[src/rtl/score_digit_encoder.sv]
// Converts a binary score to per-digit one-hot decimal fields using shift-add-3 (double dabble).
// Define LEADING_ZERO_BLANK_EN to blank leading zero digits above the ones digit.
module score_digit_encoder #(
   parameter int unsigned BIN_W  = 7,
   parameter int unsigned DIGITS = 2
) (
   input  logic                  clk,
   input  logic                  rst_n,
   input  logic                  start,
   input  logic [BIN_W-1:0]      score,
   output logic                  busy,
   output logic                  done,
   output logic [10*DIGITS-1:0]  onehot,
   output logic                  overflow
);

   localparam int unsigned CNT_W = $clog2(BIN_W + 1);
   localparam int unsigned BCD_W = 4 * DIGITS;
   localparam int unsigned OH_W  = 10 * DIGITS;

   function automatic longint unsigned max_display();
      longint unsigned v;
      v = 1;
      for (int i = 0; i < int'(DIGITS); i++) v = v * 10;
      return v - 1;
   endfunction

   function automatic logic [OH_W-1:0] reset_onehot();
      logic [OH_W-1:0] v;
      v = '0;
`ifdef LEADING_ZERO_BLANK_EN
      v[0] = 1'b1;
`else
      for (int k = 0; k < int'(DIGITS); k++) v[10*k] = 1'b1;
`endif
      return v;
   endfunction

   localparam longint unsigned MAX_VAL    = max_display();
   localparam logic [OH_W-1:0] ONEHOT_RST = reset_onehot();

   typedef enum logic [1:0] {
      StIdle,
      StShift,
      StDone
   } state_e;

   state_e                 r_state, w_state_d;
   logic [BIN_W-1:0]       r_bin, w_bin_d;
   logic [BCD_W-1:0]       r_bcd, w_bcd_d, w_bcd_adj;
   logic [CNT_W-1:0]       r_cnt, w_cnt_d;
   logic                   r_ovf_lat, w_ovf_lat_d;
   logic                   r_done, w_done_d;
   logic                   r_overflow, w_overflow_d;
   logic [OH_W-1:0]        r_onehot, w_onehot_d, w_onehot_dec;
   logic [BCD_W+BIN_W-1:0] w_shifted;
   logic [3:0]             w_digit;
   logic                   w_score_ovf;
`ifdef LEADING_ZERO_BLANK_EN
   logic                   w_lead;
`endif

   assign w_score_ovf = 64'(score) > MAX_VAL;

   always_comb begin
      w_bcd_adj = r_bcd;
      for (int k = 0; k < int'(DIGITS); k++) begin
         if (r_bcd[4*k +: 4] >= 4'd5) w_bcd_adj[4*k +: 4] = r_bcd[4*k +: 4] + 4'd3;
      end
   end

   // BCD bits shifted out of the top digit are dropped; overflow forces all 9s anyway.
   assign w_shifted = {w_bcd_adj, r_bin} << 1;

   always_comb begin
      w_onehot_dec = '0;
      w_digit      = '0;
`ifdef LEADING_ZERO_BLANK_EN
      w_lead       = 1'b1;
`endif
      for (int k = int'(DIGITS) - 1; k >= 0; k--) begin
         w_digit = r_ovf_lat ? 4'd9 : r_bcd[4*k +: 4];
         w_onehot_dec[10*k +: 10] = 10'd1 << w_digit;
`ifdef LEADING_ZERO_BLANK_EN
         if (k != 0 && w_lead && w_digit == 4'd0) w_onehot_dec[10*k +: 10] = '0;
         if (w_digit != 4'd0) w_lead = 1'b0;
`endif
      end
   end

   always_comb begin
      w_state_d    = r_state;
      w_bin_d      = r_bin;
      w_bcd_d      = r_bcd;
      w_cnt_d      = r_cnt;
      w_ovf_lat_d  = r_ovf_lat;
      w_done_d     = 1'b0;
      w_overflow_d = r_overflow;
      w_onehot_d   = r_onehot;
      unique case (r_state)
         StIdle: begin
            if (start) begin
               w_bin_d     = score;
               w_bcd_d     = '0;
               w_cnt_d     = CNT_W'(BIN_W);
               w_ovf_lat_d = w_score_ovf;
               w_state_d   = StShift;
            end
         end
         StShift: begin
            w_bin_d = w_shifted[BIN_W-1:0];
            w_bcd_d = w_shifted[BIN_W +: BCD_W];
            w_cnt_d = r_cnt - CNT_W'(1);
            if (r_cnt == CNT_W'(1)) w_state_d = StDone;
         end
         StDone: begin
            w_onehot_d   = w_onehot_dec;
            w_overflow_d = r_ovf_lat;
            w_done_d     = 1'b1;
            w_state_d    = StIdle;
         end
         default: w_state_d = StIdle;
      endcase
   end

   always_ff @(posedge clk or negedge rst_n) begin
      if (!rst_n) begin
         r_state    <= StIdle;
         r_bin      <= '0;
         r_bcd      <= '0;
         r_cnt      <= '0;
         r_ovf_lat  <= 1'b0;
         r_done     <= 1'b0;
         r_overflow <= 1'b0;
         r_onehot   <= ONEHOT_RST;
      end else begin
         r_state    <= w_state_d;
         r_bin      <= w_bin_d;
         r_bcd      <= w_bcd_d;
         r_cnt      <= w_cnt_d;
         r_ovf_lat  <= w_ovf_lat_d;
         r_done     <= w_done_d;
         r_overflow <= w_overflow_d;
         r_onehot   <= w_onehot_d;
      end
   end

   assign busy     = (r_state != StIdle);
   assign done     = r_done;
   assign onehot   = r_onehot;
   assign overflow = r_overflow;

endmodule
[config.mk]
export PLATFORM = sky130hd
export DESIGN_NAME = score_digit_encoder
export DESIGN_NICKNAME = d
export VERILOG_FILES = /design/src/rtl/score_digit_encoder.sv
export SDC_FILE = /design/constraint.sdc
export NUM_CORES = 1
export LEC_CHECK = 0
export CORE_MARGIN = 1.5
export CORE_UTILIZATION = 55
export DETAILED_ROUTE_END_ITERATION = 7
export DONT_BUFFER_PORTS = 1
export HOLD_SLACK_MARGIN = 0.02
export PLACE_DENSITY = 0.76
export RECOVER_POWER = 25
export SLEW_MARGIN = 20
export SYNTH_ARGS = -nofsm -noshare
export SYNTH_HDL_FRONTEND = slang
export SYNTH_SLANG_ARGS = --single-unit
[constraint.sdc]
create_clock -name clk -period 3.6 [get_ports clk]
set_clock_uncertainty 0.05 [all_clocks]
set_input_delay 0.54 -clock clk [delete_from_list [all_inputs] [get_ports clk]]
set_output_delay 0.54 -clock clk [all_outputs]
set_load 0.05 [all_outputs]
[Yosys cells after proc, flatten, opt, wreduce, memory -nomap -nowiden]
Cells that the tools add are included.
Storage, ports and cells
  bits of input ports: 10
  logic and storage cells: 41
  register bits: 43
  output and inout bits: 23
Operators by class
  equality and inequality tests: 5
  $lt $le $gt $ge: 3
  shifts and indexed selects: 2
  add/subtract/negate cells: 3
  mux-type cells: 14
  reductions and logical operators: 6
Operator list (count)
  << shifter 1 x 4 -> 10 bit, first input constant: 2
  case mux 8 bit (2 select lines): 1
  case mux 7 bit (2 select lines): 1
  two-way mux 4 bit: 3
  greater-or-equal comparator 4 x 3 -> 1 bit, second input constant: 2
  two-way mux 8 bit: 1
  greater-than comparator 7 bit, second input constant: 1
  two-way mux 7 bit: 1
  two-way mux 3 bit: 2
  case mux 3 bit (2 select lines): 1
  AND reduction 2 bit: 3
  adder 4 x 2 -> 4 bit, second input constant: 1
  two-way mux 2 bit: 2
  inequality test 2 bit, second input constant: 2
  case mux 2 bit (2 select lines): 1
  nonzero test 2 bit: 2
  adder 3 x 2 -> 3 bit, second input constant: 1
  equality test 3 x 1 -> 1 bit, second input constant: 1
  subtractor 3 x 1 -> 3 bit, second input constant: 1
  equality test 2 x 1 -> 1 bit, second input constant: 1
  equality test 2 bit, second input constant: 1
  zero test 2 bit: 1
  two-way mux 1 bit: 1

[Depth between registers and ports, before layout]
  depth after elaboration: 3
  gate-level depth with buffers: 6

[Worst setup path before layout]
No wires, ideal clock.
  path kind: reg-to-output
  from: register r_state[1]
  to: output busy
  path slack: 2005 ps
  stages on the path, launching flop included: 3
  required time: 3010 ps
  arrival: 1005 ps
  cells stage by stage: dfrtp_1 -> clkbuf_1 -> or2_2
On the way
  longest elaborated chain between the ends: 1
RTL lines
  from (decl): RTL line 48  | state_e r_state, w_state_d;
  from (signal assigned): RTL line 128  | r_state <= StIdle;
  from (signal assigned): RTL line 137  | r_state <= w_state_d;
  nonzero test 2 bit: RTL line 148  | assign busy = (r_state != StIdle);
  to (decl): RTL line 11  | output logic busy,
No other way between the ends.

[Final worst setup path]
  from: register r_state[0]
  to: register r_onehot[15], in the netlist onehot[15]
On the way
  longest elaborated chain between the ends: 1
RTL lines
  equality test 2 bit: RTL line 100  | unique case (r_state)
  to (signal assigned): RTL line 144  | r_onehot <= w_onehot_d;
  to (decl): RTL line 55  | logic [OH_W-1:0] r_onehot, w_onehot_d, w_onehot_dec;
No other way between the ends.
A chain may end at the register's enable or synchronous reset.

==> results.tsv <==
metric	value	unit
status	finished, violations left	
failing checks	max-capacitance violations, max-slew violations	
Sum Neg Setup Slack	0	ns
CTS Buf Count	5	
worst reg2reg path startpoint	r_state[0]	
Worst Hold Launch	start	
fin nets	219	
top cell type's share of synthesized area	49.8	%
CP Capture Type	flop	
RSZ-0062 raised after global routing	false	
worst rel slew slack	-42.6	%
Yosys reg bits	43	
hpwl dp	2740	um
slew of the pin with the lowest slew margin	2.14	ns
synth unique cells	34	
critical setup path kind	flop to flop	
R2R Path End	onehot[15]	
post-synthesis cell area	0.00206	mm^2
Sw Share	46.5	%
CP Data Arrival Time	2.52	ns
number of global-route vias before repair	1609	
Max Freq	0.420	GHz
PD cells	862	mW/mm^2
CTS Buffer Depth	2	
synth top area cells	dfrtp_1, nand2_1, o21ai_0, ha_1, a22oi_1	
Die Area	0.00412	mm^2
Fin. Hold Viols	0	
Max rail drop VDD	0.315	mV
Period minus WS final	2.38	ns
clock sink count	43	
Port Buffers	0	
worst r2r path cells	4	
Post-Syn Instances	207	
fill count	322	
Root Buffer Master	clkbuf_8	
Final Power	1860	uW
Ports	33	
area grow syn2layout	4.92	%
gpl congestion	0.822	
commonest non-fill, non-tap cell in the layout	dfrtp_1	
die width	64.2	um
Core Rows	22	
largest net degree at the start of global routing	42	
commonest non-fill, non-tap cells in the layout	dfrtp_1, nand2_1, o21ai_0, inv_1, a21oi_1	
clock-pin transition on the worst setup and hold timing paths	0.08	ns
Multi-input gate area	885	um^2
first-pass GRT wire length	6960	um
final WL	4140	um
clock share of power	16.0	%
DRC viols	0	
setup bufs post-CTS	0	
core area	0.00363	mm^2
DR vias	1592	
combinational share of power	29.8	%
Clock Latency Late Sink	0.30	ns
max incr delay on CP	0.85	ns
total congestion overflow	0	
Total Routing Usage GR	21.6	%
cell chain of the critical path	nand2b_1 -> inv_2 -> and3_1 -> a32o_1	
DP Worst Slack	1.21	ns
HP Class	input port to flop	
fin util	59.4	%
internal power	996	uW
CTS tree	yes	
Via density	6.32	
Hold Path End	r_ovf_lat	
Initial Util	56.6	%
Worst Hold Path Cells	2	
Tcrit/Tclk final	66.2	%
post-route setup slack	1.22	ns
first-pass detailed-route iteration total	4	
crit path from	r_state[0]	
Worst setup SP type	flop	
initial antenna violation count	0	
Worst R2R Setup Slack	1.22	ns
Synth Area per Inst	9.94	um^2
CP required	3.74	ns
crit path max fanout	30	
Psw	867	uW
Sequential Power Share	54.2	%
Chip Height	64.2	um
wire per inst	16.4	um
P_leak	0.000950	uW
Slowest cell on crit path	nand2b_1	
initial drt markers	144	
final slew viol count	42	
ANT cells	0	
post-synth net total	223	
placed cells	242	
sequential-to-total area share from yosys stat	52.4	%
MaxCap Viol Count	1	
Storage cell area	0.00108	mm^2
H-tree depth	2	
DRT antenna net count	0	
Yosys warning total	0	
non-filler cells, final	252	
biggest area consumer among synthesized cells	dfrtp_1	
layout cell share with drive strength beyond 1	5.39	%
Setup violations, final	0	
worst max path at each step:
stage,end,slack [ns],depth (start not counted)
floorplan,busy,2.00,2
global placement,onehot[17],1.38,4
detailed placement,onehot[17],1.21,4
CTS,onehot[17],1.19,4
global route,onehot[15],0.98,4
finish,onehot[15],1.22,4
cells by family (layout without fill, tap and decap cells):
| group | count (synthesis) | in the layout | synth area share (%) |
|---|---|---|---|
| and+or+nand+nor | 66 | 66 | 15.9 |
| AOI/OAI and AO/OA | 69 | 69 | 23.4 |
| adders and majority gates | 6 | 6 | 3.65 |
| DFF | 43 | 43 | 52.4 |
| buffers and inverters | 23 | 20 | 4.62 |
power by group through the flow:
stage / Clock [uW] / Sequential, uW / Combinational (uW)
2_1_floorplan: 0 / 911 / 522
3_3_place_gp: 0 / 1000 / 511
5_1_grt: 331 / 1030 / 638
6_report: 298 / 1010 / 554
4_1_cts: 304 / 1010 / 558
3_5_place_dp: 0 / 1020 / 543
layer usage:
layer  track usage (%)  part of all wire, %  vias to the layer above  wire length, um
met5                 0                    0                        -                0
met3              6.69                  6.7                        4              277
met1              25.2                   43                      783             1800
met4              9.57                  1.0                        0               43
met2              36.6                   49                       63             2020
li1                  -                    -                      742                -
flip-flops by register name, summed over array words and instances (netlist names):
name,cells
done,1
onehot,20
overflow,1
r_bcd,8
r_bin,7
r_cnt,3
r_ovf_lat,1
r_state,2
critical path, delay by kind of cell (launching register included):
kind	cells	cell delay [ns]
simple gates	2	1.12
flops	1	0.65
compound gates	1	0.26
buf+inv	1	0.19
stage by stage:
stage | cell area (um^2) | hold slack (ns)
floorplan | 2060 | 0.194
global placement | 2060 | 0.195
detailed placement | 2060 | 0.195
CTS | 2170 | 0.0201
global route | 2160 | 0.354
finish | 2160 | 0.363
repair_timing:
action,CTS,global route
endpoints found under the setup margin,0,0
resized for setup,0,0
endpoints found under the hold margin,41,2
hold buffers,1,1
cell usage after synthesis:
| cell type | instances |
|---|---|
| nor3_1 | 2 |
| clkbuf_1 | 8 |
| o211ai_1 | 1 |
| a31oi_1 | 4 |
| or2_2 | 1 |
| o21bai_1 | 1 |
| a32o_1 | 3 |
| dfrtp_1 | 41 |
| and2b_1 | 2 |
| o311ai_0 | 2 |
| and3_1 | 3 |
| inv_1 | 9 |
| o41ai_1 | 1 |
| nor2b_1 | 8 |
| a22oi_1 | 8 |
| a22o_1 | 6 |
| nand3_1 | 4 |
| a2111o_1 | 4 |
| nand3b_1 | 2 |
| buf_2 | 4 |
| or3_1 | 3 |
| a21oi_1 | 9 |
| o2bb2ai_1 | 1 |
| nor2_1 | 4 |
| nand2b_1 | 6 |
| nand2_1 | 29 |
| nand4_1 | 2 |
| dfstp_2 | 2 |
| buf_4 | 1 |
| o21ai_0 | 19 |
| o31ai_1 | 7 |
| a32oi_1 | 3 |
| inv_2 | 1 |
| ha_1 | 6 |
cell type report:
type	instances	share of cell area [%]
clock inverters	2	0.579
inverters	10	1.74
clock buffers	6	3.36
repair buffers	2	0.637
flip-flops and latches	43	49.9
multi-input cells	141	41.0
well taps	48	2.78
Note: power is estimated with default switching activity, not from simulation.
